### src/rtl/io_handshake_responder_pkg.sv
// Shared types and constants for the CPU IN/OUT responder
// and its BCD display helpers.
package io_pkg;

  typedef enum logic [1:0] {
    IDLE,
    IN_WAIT,
    OUT_HOLD
  } state_e;

  localparam logic [3:0] ENTER_CODE = 4'hF;
  localparam logic [9:0] BCD_MAX    = 10'd999;
  localparam logic [3:0] DIGIT_MAX  = 4'd9;

endpackage

### src/rtl/io_handshake_responder_if.sv
// CPU-side IN/OUT handshake bundle: request pulses in,
// stall and completion pulses back.
interface io_handshake_responder_if #(
  parameter int DATA_W = 32
) ();

  logic              req_in;
  logic              req_out;
  logic [DATA_W-1:0] out_data;
  logic              busy;
  logic [DATA_W-1:0] rd_data;
  logic              rd_valid;
  logic              out_ack;

  modport master (
    output req_in,
    output req_out,
    output out_data,
    input  busy,
    input  rd_data,
    input  rd_valid,
    input  out_ack
  );

  modport slave (
    input  req_in,
    input  req_out,
    input  out_data,
    output busy,
    output rd_data,
    output rd_valid,
    output out_ack
  );

endinterface

### src/rtl/io_handshake_responder_bin_to_bcd.sv
// Combinational double-dabble: 10-bit binary to three BCD
// digits. Inputs above 999 are the caller's problem.
module bin_to_bcd (
  input  logic [9:0] bin,
  output logic [3:0] units,
  output logic [3:0] tens,
  output logic [3:0] hundreds
);

  logic [21:0] sh;

  always_comb begin
    sh = {12'd0, bin};
    for (int i = 0; i < 10; i++) begin
      if (sh[13:10] >= 4'd5) sh[13:10] = sh[13:10] + 4'd3;
      if (sh[17:14] >= 4'd5) sh[17:14] = sh[17:14] + 4'd3;
      if (sh[21:18] >= 4'd5) sh[21:18] = sh[21:18] + 4'd3;
      sh = {sh[20:0], 1'b0};
    end
  end

  assign units    = sh[13:10];
  assign tens     = sh[17:14];
  assign hundreds = sh[21:18];

endmodule

### src/rtl/io_handshake_responder.sv
// Device-side responder for CPU IN/OUT: stalls the CPU while
// the user keys in a number or acknowledges a displayed word.
module io_handshake_responder
  import io_pkg::*;
#(
  parameter int         MAX_DIGITS = 3,
  parameter int         DATA_W     = 32,
  parameter logic [3:0] ENTER_CODE = io_pkg::ENTER_CODE
) (
  input  logic                     clk,
  input  logic                     reset,
  io_handshake_responder_if.slave  cpu,
  input  logic [3:0]               sw,
  input  logic                     btn,
  output logic                     entry_err,
  output logic                     overflow,
  output logic [3:0]               bcd_units,
  output logic [3:0]               bcd_tens,
  output logic [3:0]               bcd_hundreds
);

  localparam int CNT_W = $clog2(MAX_DIGITS + 1);

  state_e            state_q, state_d;
  logic [9:0]        acc_q, acc_d;
  logic [CNT_W-1:0]  cnt_q, cnt_d;
  logic              btn_q;
  logic [DATA_W-1:0] rd_data_q, rd_data_d;
  logic              rd_valid_q, rd_valid_d;
  logic              out_ack_q, out_ack_d;
  logic              err_q, err_d;
  logic              ovf_q, ovf_d;
  logic [3:0]        units_q, tens_q, hund_q;
  logic [3:0]        units_c, tens_c, hund_c;
  logic              disp_upd;
  logic [9:0]        disp_bin;

  logic              press;
  logic              is_digit;
  logic              ovf_in;
  logic [9:0]        sat_val;
  logic [9:0]        acc_next;

  assign press    = btn & ~btn_q;
  assign is_digit = sw <= DIGIT_MAX;
  assign ovf_in   = cpu.out_data > DATA_W'(BCD_MAX);
  assign sat_val  = ovf_in ? BCD_MAX : cpu.out_data[9:0];
  // acc is at most 99 whenever a digit is accepted, so this stays <= 999
  assign acc_next = acc_q * 10'd10 + {6'd0, sw};

  bin_to_bcd u_bcd (
    .bin      (disp_bin),
    .units    (units_c),
    .tens     (tens_c),
    .hundreds (hund_c)
  );

  always_comb begin
    state_d    = state_q;
    acc_d      = acc_q;
    cnt_d      = cnt_q;
    rd_data_d  = rd_data_q;
    rd_valid_d = 1'b0;
    out_ack_d  = 1'b0;
    err_d      = 1'b0;
    ovf_d      = ovf_q;
    disp_upd   = 1'b0;
    disp_bin   = acc_q;
    unique case (state_q)
      IDLE: begin
        if (cpu.req_in) begin
          acc_d   = '0;
          cnt_d   = '0;
          state_d = IN_WAIT;
        end else if (cpu.req_out) begin
          ovf_d    = ovf_in;
          disp_bin = sat_val;
          disp_upd = 1'b1;
          state_d  = OUT_HOLD;
        end
      end
      IN_WAIT: begin
        if (press) begin
          unique case (1'b1)
            is_digit && (cnt_q < CNT_W'(MAX_DIGITS)): begin
              acc_d    = acc_next;
              cnt_d    = cnt_q + 1'b1;
              disp_bin = acc_next;
              disp_upd = 1'b1;
            end
            sw == ENTER_CODE: begin
              rd_data_d  = DATA_W'(acc_q);
              rd_valid_d = 1'b1;
              state_d    = IDLE;
            end
            default: err_d = 1'b1;
          endcase
        end
      end
      OUT_HOLD: begin
        if (press) begin
          out_ack_d = 1'b1;
          state_d   = IDLE;
        end
      end
      default: state_d = IDLE;
    endcase
  end

  always_ff @(posedge clk or posedge reset) begin
    if (reset) begin
      state_q    <= IDLE;
      acc_q      <= '0;
      cnt_q      <= '0;
      btn_q      <= 1'b0;
      rd_data_q  <= '0;
      rd_valid_q <= 1'b0;
      out_ack_q  <= 1'b0;
      err_q      <= 1'b0;
      ovf_q      <= 1'b0;
      units_q    <= '0;
      tens_q     <= '0;
      hund_q     <= '0;
    end else begin
      state_q    <= state_d;
      acc_q      <= acc_d;
      cnt_q      <= cnt_d;
      btn_q      <= btn;
      rd_data_q  <= rd_data_d;
      rd_valid_q <= rd_valid_d;
      out_ack_q  <= out_ack_d;
      err_q      <= err_d;
      ovf_q      <= ovf_d;
      if (disp_upd) begin
        units_q <= units_c;
        tens_q  <= tens_c;
        hund_q  <= hund_c;
      end
    end
  end

  assign cpu.busy     = (state_q != IDLE) |
                        ((state_q == IDLE) & (cpu.req_in | cpu.req_out));
  assign cpu.rd_data  = rd_data_q;
  assign cpu.rd_valid = rd_valid_q;
  assign cpu.out_ack  = out_ack_q;
  assign entry_err    = err_q;
  assign overflow     = ovf_q;
  assign bcd_units    = units_q;
  assign bcd_tens     = tens_q;
  assign bcd_hundreds = hund_q;

endmodule

### src/flat_wrapper.sv
// flat-port wrapper written by rule: the top's interface ports become plain ports
module io_handshake_responder_flat import io_pkg::*;
#(
  parameter int         MAX_DIGITS = 3,
  parameter int         DATA_W     = 32,
  parameter logic [3:0] ENTER_CODE = io_pkg::ENTER_CODE
)
  (clk, reset, sw, btn, entry_err, overflow, bcd_units, bcd_tens, bcd_hundreds, cpu_req_in, cpu_req_out, cpu_out_data, cpu_busy, cpu_rd_data, cpu_rd_valid, cpu_out_ack);
  io_handshake_responder_if #(.DATA_W(DATA_W)) cpu_i ();
  input  logic clk;
  input  logic reset;
  input  logic [3:0] sw;
  input  logic btn;
  output logic entry_err;
  output logic overflow;
  output logic [3:0] bcd_units;
  output logic [3:0] bcd_tens;
  output logic [3:0] bcd_hundreds;
  input wire logic [$bits(cpu_i.req_in)-1:0] cpu_req_in;
  input wire logic [$bits(cpu_i.req_out)-1:0] cpu_req_out;
  input wire logic [$bits(cpu_i.out_data)-1:0] cpu_out_data;
  output wire logic [$bits(cpu_i.busy)-1:0] cpu_busy;
  output wire logic [$bits(cpu_i.rd_data)-1:0] cpu_rd_data;
  output wire logic [$bits(cpu_i.rd_valid)-1:0] cpu_rd_valid;
  output wire logic [$bits(cpu_i.out_ack)-1:0] cpu_out_ack;
  assign cpu_i.req_in = cpu_req_in;
  assign cpu_i.req_out = cpu_req_out;
  assign cpu_i.out_data = cpu_out_data;
  assign cpu_busy = cpu_i.busy;
  assign cpu_rd_data = cpu_i.rd_data;
  assign cpu_rd_valid = cpu_i.rd_valid;
  assign cpu_out_ack = cpu_i.out_ack;
  io_handshake_responder #(.MAX_DIGITS(MAX_DIGITS), .DATA_W(DATA_W), .ENTER_CODE(ENTER_CODE)) u_core (.clk(clk), .reset(reset), .cpu(cpu_i), .sw(sw), .btn(btn), .entry_err(entry_err), .overflow(overflow), .bcd_units(bcd_units), .bcd_tens(bcd_tens), .bcd_hundreds(bcd_hundreds));
endmodule
### config.mk
export PLATFORM = sky130hd
export DESIGN_NAME = io_handshake_responder_flat
export DESIGN_NICKNAME = d
export VERILOG_FILES = /design/src/rtl/io_handshake_responder_pkg.sv /design/src/rtl/io_handshake_responder_if.sv /design/src/rtl/io_handshake_responder_bin_to_bcd.sv /design/src/rtl/io_handshake_responder.sv /design/src/flat_wrapper.sv
export SDC_FILE = /design/constraint.sdc
export NUM_CORES = 1
export LEC_CHECK = 0
export ABC_AREA = 1
export CORE_MARGIN = 2
export CORE_UTILIZATION = 52
export CTS_BUF_LIST = sky130_fd_sc_hd__clkbuf_4 sky130_fd_sc_hd__clkbuf_8 sky130_fd_sc_hd__clkbuf_16
export CTS_CLUSTER_DIAMETER = 30
export DETAILED_ROUTE_END_ITERATION = 8
export GPL_TIMING_DRIVEN = 0
export PLACE_DENSITY = 0.88
export RECOVER_POWER = 100
export SLEW_MARGIN = 20
export SYNTH_ARGS = -nofsm -noshare
export SYNTH_HDL_FRONTEND = slang
export SYNTH_SLANG_ARGS = --single-unit
### constraint.sdc
create_clock -name clk -period 7.61 [get_ports clk]
set_input_delay 1.522 -clock clk [delete_from_list [all_inputs] [get_ports clk]]
set_output_delay 1.522 -clock clk [all_outputs]
set_load 0.01 [all_outputs]
==> qor_table.md <==
| Stage | Quantity | This run |
|---|---|---|
| synthesis | Yosys warnings | 0 |
| critical path | Data required time at the worst endpoint | 7.86 ns |
| min path | Hold_sp | u_core.bcd_units[3] |
| synthesis | Syn Inst Count | 614 |
| outcome | Status | finished with violations |
| sta | Headroom to the max-slew limit | -25.9% |
| drt | Met2 WL post-DR | 5.50 mm |
| sta | Total of endpoints with negative setup slack in the final report | 0 |
| clock network | Maximum root-to-sink buffer count | 2 |
| floorplanning | Die Outline Area | 8810 um2 |
| floorplanning | Initial cell density of the core | 54.0% |
| synthesis | Netlist area before placement | 4200 um2 |
| finish | Ant diodes | 0 |
| synthesis | Post-synthesis sequential element count | 41 |
| floorplanning | Overall die height | 93.8 um |
| critical path | Element type at the critical path start | input port |
| drt | Wire length per cell after detailed routing | 13.5 um |
| finish | Share of the core filled with cells in the final layout | 71.6% |
| critical path | Number of cells on the worst reg-to-reg path | 52 |
| clock network | Root buf cell | sky130_fd_sc_hd__clkbuf_8 |
| sta | Worst Clk Skew | 0.00932 ns |
| min path | Hold Crit Class | reg -> reg |
| sta | Actual transition at the worst max-transition pin | 1.89 ns |
| floorplanning | I/O Pins | 90 |
| drt | DR vias | 4408 |
| drt | First-pass iteration count of the detailed router | 5 |
| synthesis | Seq/Total Area, Yosys | 24.4% |
| drt | DRT antenna net count | 0 |
| placement | Final weighted congestion of routability-driven global placement | 0.977 |
| global route | Number of antenna violations at the first check in global routing | 0 |
| critical path | Critical path fanouts, max | 8 |
| sta | Hold Violations, Final | 0 |
| critical path | Crit Reg-Reg Endpoint | u_core.bcd_units[1] |
| critical path | Beginning of the critical path | btn |
| global route | Maximum number of pins on one net before global-route repair | 35 |
| sta | Number of max-slew violations in the final report | 35 |
| critical path | R2R Setup Slk | 0.43 ns |
| finish | Fillers | 612 |
| clock network | CTS tree | built |
| global route | Overflow after GRT | 0 |
| critical path | Termination of the worst setup path | u_core.bcd_units[1] |
| finish | Top library cells by usage in the layout, fill and taps aside | 157 x sky130_fd_sc_hd__nand2_1, 80 x sky130_fd_sc_hd__inv_1, 55 x sky130_fd_sc_hd__buf_4 |
| drt | Met1 routed wirelength after detailed routing | 4.79 mm |
| synthesis | Synthesized area per cell | 6.84 um2 |
| critical path | Kind of capture point of the worst setup path | register |
| critical path | Startpoint of the most critical register-to-register path | u_core.acc_q[1] |
| sta | Final critical path time including I/O delays and setup | 7.33 ns |
| clock network | Num CTS Buffers | 5 |
| floorplanning | Placement Rows | 32 |
| global route | Total routing usage reported by global routing | 25.6% |
| clock network | Clock insertion delay at the later pin of the skew report | 0.31 ns |
| placement | PortBufs | 67 |
| placement | Post-DP HPWL | 8.96 mm |
| global route | Wire length of the first global-routing pass | 18.2 mm |
| finish | Proportion of layout cells with a drive suffix above 1 | 24.3% |
| synthesis | Most used flip-flop cell after synthesis | sky130_fd_sc_hd__dfrtp_1 |
| critical path | Critical setup path kind | in -> reg |
| outcome | Failing checks | max-capacitance violations, max-slew violations |
| drt | Post-DR vias/cell | 5.20 |
| floorplanning | Core area | 7770 um2 |
| critical path | Data arrival time of the critical path | 7.58 ns |
| critical path | Worst path slowest cell | sky130_fd_sc_hd__clkdlybuf4s50_1 |
| drt | Iteration-0 DRC Markers | 284 |
| sta | Highest clock rate | 136 MHz |
| clock network | H-tree levels | 2 |
| drt | Total wire length after detailed routing | 11.4 mm |
| critical path | Worst stage delay on the critical path | 0.47 ns |
| job | Maxcap violations | 1 |
| drt | Top routing layer in use | met4 |
| drt | Routed wire length on met3 | 936 um |
| finish | Most common cell after layout, fill and taps aside | sky130_fd_sc_hd__nand2_1 |
| global route | Vias in the first global route | 4050 |
| sta | Aggregate negative setup slack | 0 ns |
| clock network | Count of hold buffers inserted by post-cts repair | 0 |
| critical path | Cell mode on critical path | sky130_fd_sc_hd__nand2_2 |
| min path | Instance count along the most critical hold path | 2 |
| synthesis | Proportion of register bits with asynchronous set or reset after synthesis | 100% |
| synthesis | Count of flip-flops with a built-in enable after synthesis | 0 |
| floorplanning | Horizontal extent of the die | 93.8 um |
| clock network | CTS clk-pin slew, worst paths | 0.09 ns |
| clock network | CTS sink count | 41 |
| finish | Net total in the final layout | 817 |
| finish | Synth-to-Final Area Change | 32.4% |
| sta | Final critical-path share of the clock period | 96.3% |
| synthesis | Post-synth cell types | 48 |
| drt | DRC violations left | 0 |
==> cells by family after synthesis <==
family	count (synthesis)	share of synthesized area (%)
compound gates	79	12.2
xor+xnor	3	0.626
fa+ha+maj	32	9.90
buf+inv	118	12.6
flops	41	24.4
other cells	1	0.0893
simple gates	340	40.2
==> worst max-delay path, delay by kind of cell <==
kind	cells	cell delay, ns
simple gates	30	3.51
compound gates	3	0.42
fa+ha+maj	7	1.25
buf+inv	8	0.87
==> layer usage <==
| layer | vias up | track usage [%] |
|---|---|---|
| met5 | - | 0 |
| met4 | 0 | 6.88 |
| met3 | 18 | 3.45 |
| met2 | 177 | 45.4 |
| met1 | 2007 | 32.8 |
| li1 | 2206 | - |
==> cell usage after synthesis (2+ instances only) <==
cell | instances | share of area [%]
sky130_fd_sc_hd__a21o_1 | 2 | 0.36
sky130_fd_sc_hd__a21oi_1 | 12 | 1.4
sky130_fd_sc_hd__a21oi_2 | 3 | 0.63
sky130_fd_sc_hd__a21oi_4 | 2 | 0.77
sky130_fd_sc_hd__a221oi_1 | 2 | 0.42
sky130_fd_sc_hd__a22oi_1 | 3 | 0.54
sky130_fd_sc_hd__a31oi_1 | 5 | 0.75
sky130_fd_sc_hd__and2_1 | 3 | 0.45
sky130_fd_sc_hd__buf_2 | 2 | 0.24
sky130_fd_sc_hd__buf_4 | 22 | 3.9
sky130_fd_sc_hd__clkbuf_1 | 4 | 0.36
sky130_fd_sc_hd__dfrtp_1 | 41 | 24
sky130_fd_sc_hd__fa_1 | 2 | 0.95
sky130_fd_sc_hd__ha_1 | 30 | 8.9
sky130_fd_sc_hd__inv_1 | 81 | 7.2
sky130_fd_sc_hd__inv_2 | 9 | 0.80
sky130_fd_sc_hd__nand2_1 | 169 | 15
sky130_fd_sc_hd__nand2_2 | 25 | 3.7
sky130_fd_sc_hd__nand2_4 | 11 | 3.0
sky130_fd_sc_hd__nand3_1 | 44 | 5.2
sky130_fd_sc_hd__nand3_2 | 13 | 3.1
sky130_fd_sc_hd__nand3b_1 | 2 | 0.36
sky130_fd_sc_hd__nand4_1 | 12 | 1.8
sky130_fd_sc_hd__nor2_1 | 46 | 4.1
sky130_fd_sc_hd__nor2_4 | 5 | 1.3
sky130_fd_sc_hd__o211ai_1 | 5 | 0.89
sky130_fd_sc_hd__o21ai_0 | 28 | 3.3
sky130_fd_sc_hd__o21ai_1 | 3 | 0.36
sky130_fd_sc_hd__o21ai_2 | 4 | 0.83
sky130_fd_sc_hd__o22ai_1 | 3 | 0.45
sky130_fd_sc_hd__o41ai_1 | 2 | 0.42
sky130_fd_sc_hd__or2_1 | 2 | 0.30
sky130_fd_sc_hd__xnor2_1 | 2 | 0.42
==> state kept, by name, indices dropped and copies added (netlist names) <==
signal and cells:
u_core.btn_q 1, u_core.bcd_tens 4, u_core.cpu.out_ack 1, u_core.entry_err 1, u_core.cnt_q 2, u_core.state_q 2, u_core.acc_q 10, u_core.bcd_hundreds 4
u_core.bcd_units 4, u_core.overflow 1, u_core.cpu.rd_data 10, u_core.cpu.rd_valid 1
==> final cells by class <==
| class | count | area [um2] | share of cell area (%) |
|---|---|---|---|
| inverters | 90 | 338 | 6.08 |
| clock inverters | 3 | 25.0 | 0.450 |
| clock buffers | 5 | 68.8 | 1.24 |
| multi-input cells | 476 | 2870 | 51.6 |
| repair buffers | 102 | 915 | 16.5 |
| well taps | 102 | 128 | 2.30 |
| flip-flops and latches | 41 | 1030 | 18.5 |
| plain buffers | 28 | 193 | 3.47 |
==> metrics by stage <==
step,worst slack [ns],hold slack (ns),cell area [um2],std cells
after floorplan,0.273,0.457,4280,635
after global placement,-0.644,0.464,5070,804
after detailed placement,-0.929,0.470,5090,805
after CTS,0.0110,0.492,5270,820
after global routing,-0.140,0.519,5560,847
final,0.282,0.486,5560,847
==> worst min path at each step <==
stage / to / slack, ns
3_5_place_dp: u_core.bcd_tens[2] / 0.47
4_1_cts: u_core.bcd_tens[2] / 0.49
5_1_grt: u_core.bcd_tens[2] / 0.52
6_report: u_core.bcd_units[3] / 0.49
3_3_place_gp: u_core.bcd_units[2] / 0.46
2_1_floorplan: u_core.cnt_q[1] / 0.46
==> timing repair <==
action                                  in CTS  in global routing
resized for setup                           11                 37
pin swaps                                    9                 27
endpoints found under the setup margin       4                  4
buffers inserted                             7                 27
Power is not shown: default switching activity piles up to over one toggle a cycle in this logic, so the estimate is an artifact.
